**src/rtl/mdu_seq.sv**
```systemverilog
// mdu_seq: iterative radix-2 multiply/divide unit, one result bit per cycle
//   i_clk, i_rst (sync, active high); i_req/i_op/i_l/i_r issue an operation, i_kill aborts it
//   o_busy high while iterating, o_valid one-cycle pulse with o_out/o_flags (Z,C,N,O,P)
module mdu_seq #(
  parameter int WIDTH = 16,
  parameter int FLAGS = 5
) (
  input  logic             i_clk,
  input  logic             i_rst,
  input  logic             i_req,
  input  logic [1:0]       i_op,
  input  logic [WIDTH-1:0] i_l,
  input  logic [WIDTH-1:0] i_r,
  input  logic             i_kill,
  output logic             o_busy,
  output logic             o_valid,
  output logic [WIDTH-1:0] o_out,
  output logic [FLAGS-1:0] o_flags
);
  localparam int FZ = 0, FC = 1, FN = 2, FO = 3, FP = 4;
  localparam int CW = $clog2(WIDTH);
  typedef enum logic [1:0] {IDLE, RUN, DONE} state_t;
  state_t st, nxt;
  logic [CW-1:0] cnt;
  logic [1:0] op;
  logic [WIDTH-1:0] l, r, hi, lo, hi_n, lo_n, diff, res;
  logic [WIDTH:0] sum, rem_t;
  logic accept, ge, carry;
  logic [FLAGS-1:0] flg;
  assign accept = i_req & ~i_kill & (st != RUN);
  assign o_busy = st == RUN;
  assign o_valid = st == DONE;
  always_ff @(posedge i_clk)
    st <= i_rst ? IDLE : nxt;
  always_comb begin
    nxt = accept ? RUN : IDLE;
    if (st == RUN) nxt = i_kill ? IDLE : (cnt == '0 ? DONE : RUN);
  end
  // {hi,lo} is the shared iteration register: product {hi,lo} for multiply,
  // {remainder,quotient/dividend} for divide
  always_comb begin
    sum = {1'b0, hi} + (lo[0] ? {1'b0, l} : '0);
    rem_t = {hi, lo[WIDTH-1]};
    ge = rem_t >= {1'b0, r};
    // when ge the difference is below r, so the low bits are exact; r==0 keeps
    // shifting the dividend into the remainder, leaving remainder=i_l, quotient=all ones
    diff = rem_t[WIDTH-1:0] - r;
    hi_n = op[1] ? (ge ? diff : rem_t[WIDTH-1:0]) : sum[WIDTH:1];
    lo_n = op[1] ? {lo[WIDTH-2:0], ge} : {sum[0], lo[WIDTH-1:1]};
    res = op[0] ? hi_n : lo_n;
    carry = op == 2'b00 ? |hi_n : op == 2'b01 ? 1'b0 : ~|r;
    flg = '0;
    flg[FZ] = ~|res;
    flg[FC] = carry;
    flg[FN] = res[WIDTH-1];
    flg[FO] = 1'b0;
    flg[FP] = ^res;
  end
  always_ff @(posedge i_clk) begin
    if (i_rst) begin
      cnt <= '0;
      op <= '0;
      l <= '0;
      r <= '0;
      hi <= '0;
      lo <= '0;
      o_out <= '0;
      o_flags <= '0;
    end else if (accept) begin
      op <= i_op;
      l <= i_l;
      r <= i_r;
      hi <= '0;
      lo <= i_op[1] ? i_l : i_r;
      cnt <= CW'(WIDTH - 1);
    end else if (st == RUN) begin
      hi <= hi_n;
      lo <= lo_n;
      cnt <= cnt - 1'b1;
      if (cnt == '0 && !i_kill) begin
        o_out <= res;
        o_flags <= flg;
      end
    end
  end
endmodule

```
**config.mk**
```make
export PLATFORM = sky130hd
export DESIGN_NAME = mdu_seq
export DESIGN_NICKNAME = d
export VERILOG_FILES = /design/src/rtl/mdu_seq.sv
export SDC_FILE = /design/constraint.sdc
export NUM_CORES = 1
export LEC_CHECK = 0
export ABC_AREA = 1
export CORE_MARGIN = 5
export CORE_UTILIZATION = 40
export DETAILED_ROUTE_END_ITERATION = 7
export PLACE_DENSITY_LB_ADDON = 0.05
export SYNTH_ARGS = -nofsm -noshare
export SYNTH_HDL_FRONTEND = slang
export SYNTH_SLANG_ARGS = --single-unit
```
**constraint.sdc**
```tcl
create_clock -name i_clk -period 3 [get_ports i_clk]
set_input_delay 0.75 -clock i_clk [delete_from_list [all_inputs] [get_ports i_clk]]
set_output_delay 0.75 -clock i_clk [all_outputs]
set_load 0.005 [all_outputs]
```
==> flow_summary_export.csv, run 1 <==
group,metric,value,unit
sta,period_share,100,%
sta,setup_viol,1,
floorplanning,boundaryPins,61,
worst_setup_path,reg2reg_from,"r[12]$_SDFFE_PP0P_",
power_and_ir_drop,power_density,450,nW/um2
global_route,grt_max_degree,41,
route,ant_nets,0,
floorplanning,die_area,19700,um2
layout,synthToLayoutAreaGrowth,44.4,%
sta,fin_crit,3.01,ns
min_path,whs_path_depth,2,
worst_setup_path,crit_fanout,7,
sta,skew,0.00592,ns
synth,synth_edf_count,0,
worst_setup_path,cp_slowest_cell,"ha_1",
layout,antenna_cells,0,
synth,ys_seq_area_share,26.8,%
run_status,failed_checks,"negative setup slack",
floorplanning,die_w,140,um
route,via_per_inst,5.15,
placed_design,place_ws,-0.270,ns
synth,syn_avg_cell_area,6.40,um2
run_status,status,"complete, but fails checks",
power_and_ir_drop,comb_power_share,41.5,%
synth,synthesis.nets,1145,
placed_design,port_buffers,59,
global_route,grt.overflow.total,0,
route,totalWireLength,25900,um
global_route,antenna_found_initial,0,
clock_tree,htreeDepth,3,
synth,synth_area_leader_cell,"dfxtp_1",
floorplanning,rows,47,
floorplanning,start_util,40.9,%
worst_setup_path,startpoint_type,"flop",
worst_setup_path,rrSetupSlack,-0.01,ns
power_and_ir_drop,power.leakage,4.85,nW
sta,setup_tns,-0.0105,ns
worst_setup_path,reg2reg_depth,21,
synth,synth_common_cells,"268 x nand2_1, 162 x inv_1, 95 x o21ai_0",
worst_setup_path,critPathCaptureType,"flop",
sta,hold_viol_final,0,
synth,yosys-top-cells-area,"dfxtp_1 27%, nand2_1 15%, inv_1 8.9%, ha_1 7.5%, o21ai_0 7.0%",
synth,syn_inst,1064,
synth,ys_types,49,
clock_tree,clock_path_buffers,2,
power_and_ir_drop,pwr-share-seq,30.1,%
layout,nets,1354,
global_route,grt_pass1_wl,40400,um
synth,synth_seq_cells,91,
worst_setup_path,worstPathRequired,3.26,ns
synth,async_flop_share,0,%
synth,synth_area,6810,um2
clock_tree,cts.clk_slew.worst_paths,0.07,ns
route,wl_per_cell,17.3,um
worst_setup_path,crit_arrival,3.27,ns
sta,maxSlewViolCount,0,
route,num_vias,7711,
worst_setup_path,worstSetupPathType,"reg -> reg",
sta,tightest_slew,0.848,ns
synth,synth.most_common_cell,"nand2_1",
global_route,track_usage,26.1,%
min_path,hold_path.class,"reg -> reg",
power_and_ir_drop,peakVddDrop,0.291,mV
power_and_ir_drop,finalPower,4.42,mW
clock_tree,cts_hold_buffers,0,
synth,synth_top_cell_area_share,26.8,%
floorplanning,die-height,140,um
power_and_ir_drop,sw_frac_of_total,36.3,%
global_route,grt_pass1_vias,7395,
synth,synth_warnings,0,
worst_setup_path,max_stage_delay,0.34,ns
worst_setup_path,timing.rr.end,"o_flags[4]$_SDFFE_PP0P_",
route,drt_iter0_markers,508,
clock_tree,clock-sinks,91,
clock_tree,insertion_delay,0.36,ns
route,drc_errors,0,
sta,setup_ws,-0.0105,ns
worst_setup_path,worstPathCellList,"inv_2, ha_4, nand2_2, inv_1, nand2_2, nand2_2, nand2_2, nand2_2, nor2_8, nand2_8, nor2_4, buf_6, nand2_1, nand3_2, o21ai_1, ha_1, xnor2_2, xnor2_2, xnor2_1, o21ai_1, inv_1",
flow_run,maxCapViolCount,0,
layout,layout-drive-gt1-share,27.9,%
floorplanning,coreArea,16600,um2
min_path,hold_end,"lo[14]$_SDFFE_PP0P_",
clock_tree,cts_tree,"yes",
placed_design,gp_congestion,0.981,
power_and_ir_drop,clkPwrFrac,28.4,%
power_and_ir_drop,p_sw,1.60,mW
sta,slew_headroom,42.8,%
route,drt_first_pass_iters,6,
clock_tree,cts_made_buffers,9,
min_path,min_from,"lo[14]$_SDFFE_PP0P_",
sta,fmax,332,MHz
power_and_ir_drop,internal_power,2.82,mW
sta,rsz0062_at_grt,"yes",
placed_design,dp_hpwl,20700,um
clock_tree,cts_root_buf,"clkbuf_16",
worst_setup_path,cp_common_cell,"nand2_2",
synth,synth_top_flop_cell,"dfxtp_1",
## power groups by stage
stage	clock, mW	combinational (mW)	sequential (mW)
6_report	1.26	1.84	1.33
5_1_grt	1.32	2.00	1.34
4_1_cts	1.28	1.68	1.33
3_5_place_dp	0	1.56	1.35
3_3_place_gp	0	1.57	1.35
2_1_floorplan	0	0.912	1.34
## kinds of logic after synthesis
kind of cell             after synthesis  synth area share (%)
XOR/XNOR                              18                  2.32
AO/OA/AOI/OAI                        229                  18.6
flip-flops                            91                  26.8
buffers and inverters                219                  12.6
other                                  1                0.0551
AND/OR/NAND/NOR                      461                  31.3
multiplexers                           2                 0.294
adder cells (fa/ha/maj)               43                  8.13
## registers in the layout (all words and copies together), names as in the netlist
register / flops
cnt: 4
hi: 16
l: 16
lo: 16
o_flags: 4
o_out: 15
op: 2
r: 16
st: 2
## cell usage in the layout (no fill, tap or decap), drive strengths merged, types with 2 or more instances in the layout
master	n
ha	41
a31oi	2
nor2	73
a211oi	9
clkdlybuf4s50	59
nand4	17
nor3	8
xor2	11
xnor2	7
clkbuf	10
dfxtp	91
buf	185
nand2	281
or2	2
mux2i	2
a22oi	2
nand3	73
nand3b	5
o211ai	16
fa	2
a21oi	89
o21ai	104
nor4	2
o21bai	4
inv	176
## repair_timing
action                                 CTS  global route
setup buffers                            8             5
resized for setup                       71            33
gates cloned                             1             0
pin swaps                               28            24
setup endpoints to repair                2             2
endpoints found under the hold margin    0             0
## through the flow
stage / instances / utilization, % / cell area [um2] / hold WS (ns)
6_report: 1498 / 59.1 / 9830 / 0.466
5_1_grt: 1498 / 59.1 / 9830 / 0.485
4_1_cts: 1493 / 57.7 / 9600 / 0.465
3_5_place_dp: 1468 / 52.8 / 8780 / 0.454
3_3_place_gp: 1468 / 52.8 / 8780 / 0.451
2_1_floorplan: 1064 / - / 6810 / 0.441
## layout make-up
type	count	area [um2]
well taps	220	275
repair buffers	244	2020
flip-flops and latches	91	1830
clock inverters	6	78.8
multi-input cells	755	4740
inverters	172	646
fillers	1650	6810
clock buffers	10	239
## worst max-delay path, delay by kind of cell, from the launching register on
kind / cells / cell delay (ns)
fa+ha+maj: 2 / 0.57
compound gates: 2 / 0.22
simple gates: 10 / 0.95
xor+xnor: 3 / 0.46
buf+inv: 4 / 0.37
flops: 1 / 0.33
## worst max path at each step
stage / to / slack [ns] / startpoint / cells after the start
final: o_flags[4]$_SDFFE_PP0P_ / -0.01 / r[12]$_SDFFE_PP0P_ / 21
after CTS: o_flags[4]$_SDFFE_PP0P_ / 0.0004 / r[4]$_SDFFE_PP0P_ / 21
after global routing: o_flags[4]$_SDFFE_PP0P_ / -0.17 / r[10]$_SDFFE_PP0P_ / 21
after floorplan: o_flags[4]$_SDFFE_PP0P_ / 0.007 / lo[0]$_SDFFE_PP0P_ / 23
after detailed placement: o_flags[4]$_SDFFE_PP0P_ / -0.27 / lo[0]$_SDFFE_PP0P_ / 18
after global placement: o_flags[4]$_SDFFE_PP0P_ / -0.30 / lo[0]$_SDFFE_PP0P_ / 18
## metal layers
layer / vias up / part of all wire, % / track usage, %
met2: 191 / 47 / 43.5
met4: 0 / 3.8 / 9.54
met3: 49 / 4.3 / 4.02
met1: 3605 / 45 / 34.3
met5: - / 0 / 0
li1: 3866 / - / -
No activity file was read; power rests on OpenSTA's default activity.
==> inputs of run 2 (changes only) <==
--- a/config.mk
+++ b/config.mk
@@ -6,8 +6,7 @@
 export NUM_CORES = 1
 export LEC_CHECK = 0
 export ABC_AREA = 1
-export CORE_MARGIN = 5
-export CORE_UTILIZATION = 40
+export CORE_UTILIZATION = 53
 export DETAILED_ROUTE_END_ITERATION = 7
 export PLACE_DENSITY_LB_ADDON = 0.05
 export SYNTH_ARGS = -nofsm -noshare
==> flow_summary_export.csv, run 2 (same netlist as run 1, synthesis figures left out) <==
group,metric,value,unit
layout,nets,1327,
global_route,grt_pass1_wl,38200,um
floorplanning,die_w,115,um
global_route,grt_max_degree,58,
flow_run,maxCapViolCount,0,
worst_setup_path,path_buf_inv,5,
worst_setup_path,critical-path-top-delay-family,"adder cells",
sta,hold_viol_final,0,
route,via_per_inst,5.46,
power_and_ir_drop,power.leakage,4.77,nW
route,drc_errors,0,
layout,final_common_cell,"nand2_1",
worst_setup_path,crit_arrival,3.31,ns
sta,holdWs,0.466,ns
worst_setup_path,worstPathCellList,"nand2_1, inv_1, ha_1, inv_1, fa_2, inv_1, nand3_1, nand2_2, nand2_1, nand2_2, nand2_1, nand2_1, xor2_1, nand2_1, a31oi_1, inv_1, ha_4, xnor2_4, xnor2_2, xnor2_1, o21ai_1, inv_1",
global_route,top_usage_layer,"met2",
floorplanning,rows,41,
placed_design,gp_congestion,0.988,
sta,skew,0.00723,ns
sta,setup_tns,-0.0681,ns
global_route,gr-usage-met2,62.6,%
worst_setup_path,worstPathRequired,3.25,ns
route,wl_per_cell,17.5,um
global_route,grtUsageMet3,5.75,%
run_status,status,"complete, but fails checks",
worst_setup_path,startpoint_type,"flop",
route,totalWireLength,24800,um
route,num_vias,7766,
layout,post-route-util,76.0,%
sta,fin_crit,3.07,ns
global_route,antenna_found_initial,0,
clock_tree,clock_path_buffers,2,
sta,maxSlewViolCount,0,
run_status,failed_checks,"negative setup slack",
sta,period_share,102,%
floorplanning,die_area,13300,um2
worst_setup_path,critPathCaptureType,"flop",
sta,fmax,326,MHz
layout,layout-drive-gt1-share,24.8,%
clock_tree,htreeDepth,3,
power_and_ir_drop,peakVddDrop,0.362,mV
worst_setup_path,cp_slowest_cell,"dfxtp_4",
clock_tree,cts_tree,"yes",
sta,rsz0062_at_grt,"yes",
layout,final_cell_mix,"259 x nand2_1, 157 x inv_1, 153 x buf_4",
sta,slew_headroom,56.8,%
clock_tree,cts_made_buffers,9,
global_route,gr-usage-met1,48.6,%
min_path,hold_path.class,"reg -> reg",
clock_tree,clock-sinks,91,
clock_tree,cts.clk_slew.worst_paths,0.07,ns
worst_setup_path,crit_fanout,5,
floorplanning,die-height,115,um
layout,antenna_cells,0,
worst_setup_path,max_stage_delay,0.40,ns
floorplanning,boundaryPins,61,
clock_tree,cts_hold_buffers,0,
global_route,grt.overflow.total,0,
clock_tree,insertion_delay,0.35,ns
placed_design,port_buffers,59,
placed_design,dp_hpwl,18800,um
sta,tightest_slew,0.641,ns
floorplanning,start_util,54.1,%
power_and_ir_drop,power_density,471,nW/um2
worst_setup_path,worstSetupPathType,"reg -> reg",
floorplanning,coreArea,12600,um2
sta,setup_viol,1,
worst_setup_path,rrSetupSlack,-0.07,ns
route,drt_iter0_markers,688,
sta,setup_ws,-0.0681,ns
global_route,track_usage,38.3,%
layout,synthToLayoutAreaGrowth,40.3,%
route,ant_nets,0,
global_route,grt_pass1_vias,7258,
route,drt_first_pass_iters,6,
clock_tree,cts_root_buf,"clkbuf_16",
run 2: cell types whose count changed in the layout (fill, tap and decap cells not counted), sizes merged:
cell / delta
clkbuf: +2
nand2: -1
bufinv: +2
inv: -4
clkinv: +1
buf: -27
run 2: layout make-up:
class,count,area [um2]
multi-input combinational,754,4650
fill,1019,3020
clock inverter,5,108
sequential,91,1830
tap,172,215
clock buffer,11,243
timing repair buffer,218,1860
inverter,172,646
run 2: layer usage:
metal	up-vias	wire, um
met2	333	11600
li1	3818	-
met5	-	0
met4	0	1240
met1	3537	10200
met3	78	1760
run 2: stage by stage:
| stage | setup WS, ns | area (um2) | cells | total power [mW] |
|---|---|---|---|---|
| after detailed placement | -0.170 | 8580 | 1398 | 2.90 |
| after floorplan | 0.00684 | 6810 | 1064 | 2.25 |
| after CTS | 0.00159 | 9310 | 1417 | 4.35 |
| after global routing | -0.236 | 9550 | 1423 | 4.71 |
| final | -0.0681 | 9550 | 1423 | 4.50 |
| after global placement | -0.166 | 8580 | 1398 | 2.89 |
run 2: power by group:
part / leakage [nW] / internal, mW / switching (mW)
Clock: 0.170 / 0.843 / 0.509
Sequential: 0.747 / 1.28 / 0.0583
Combinational: 3.86 / 0.840 / 0.974
Total: 4.77 / 2.96 / 1.54
run 2: worst min-delay path, stage by stage (launching register included):
cell     delay [ns]
dfxtp_1        0.31
nand2_1        0.06
a21oi_1        0.05
run 2: worst paths after layout:
path                            from                 endpoint  depth (start not counted)
setup reg to reg  lo[0]$_SDFFE_PP0P_  o_flags[4]$_SDFFE_PP0P_                         22
hold reg to reg    l[3]$_SDFFE_PP0P_        l[3]$_SDFFE_PP0P_                          2
setup / recovery  lo[0]$_SDFFE_PP0P_  o_flags[4]$_SDFFE_PP0P_                         22
hold / removal     l[3]$_SDFFE_PP0P_        l[3]$_SDFFE_PP0P_                          2
run 2: what timing repair did:
item | CTS | global route
pin swaps | 16 | 21
resized for setup | 62 | 28
setup buffers | 3 | 5
gates cloned | 0 | 1
setup endpoints to repair | 1 | 2
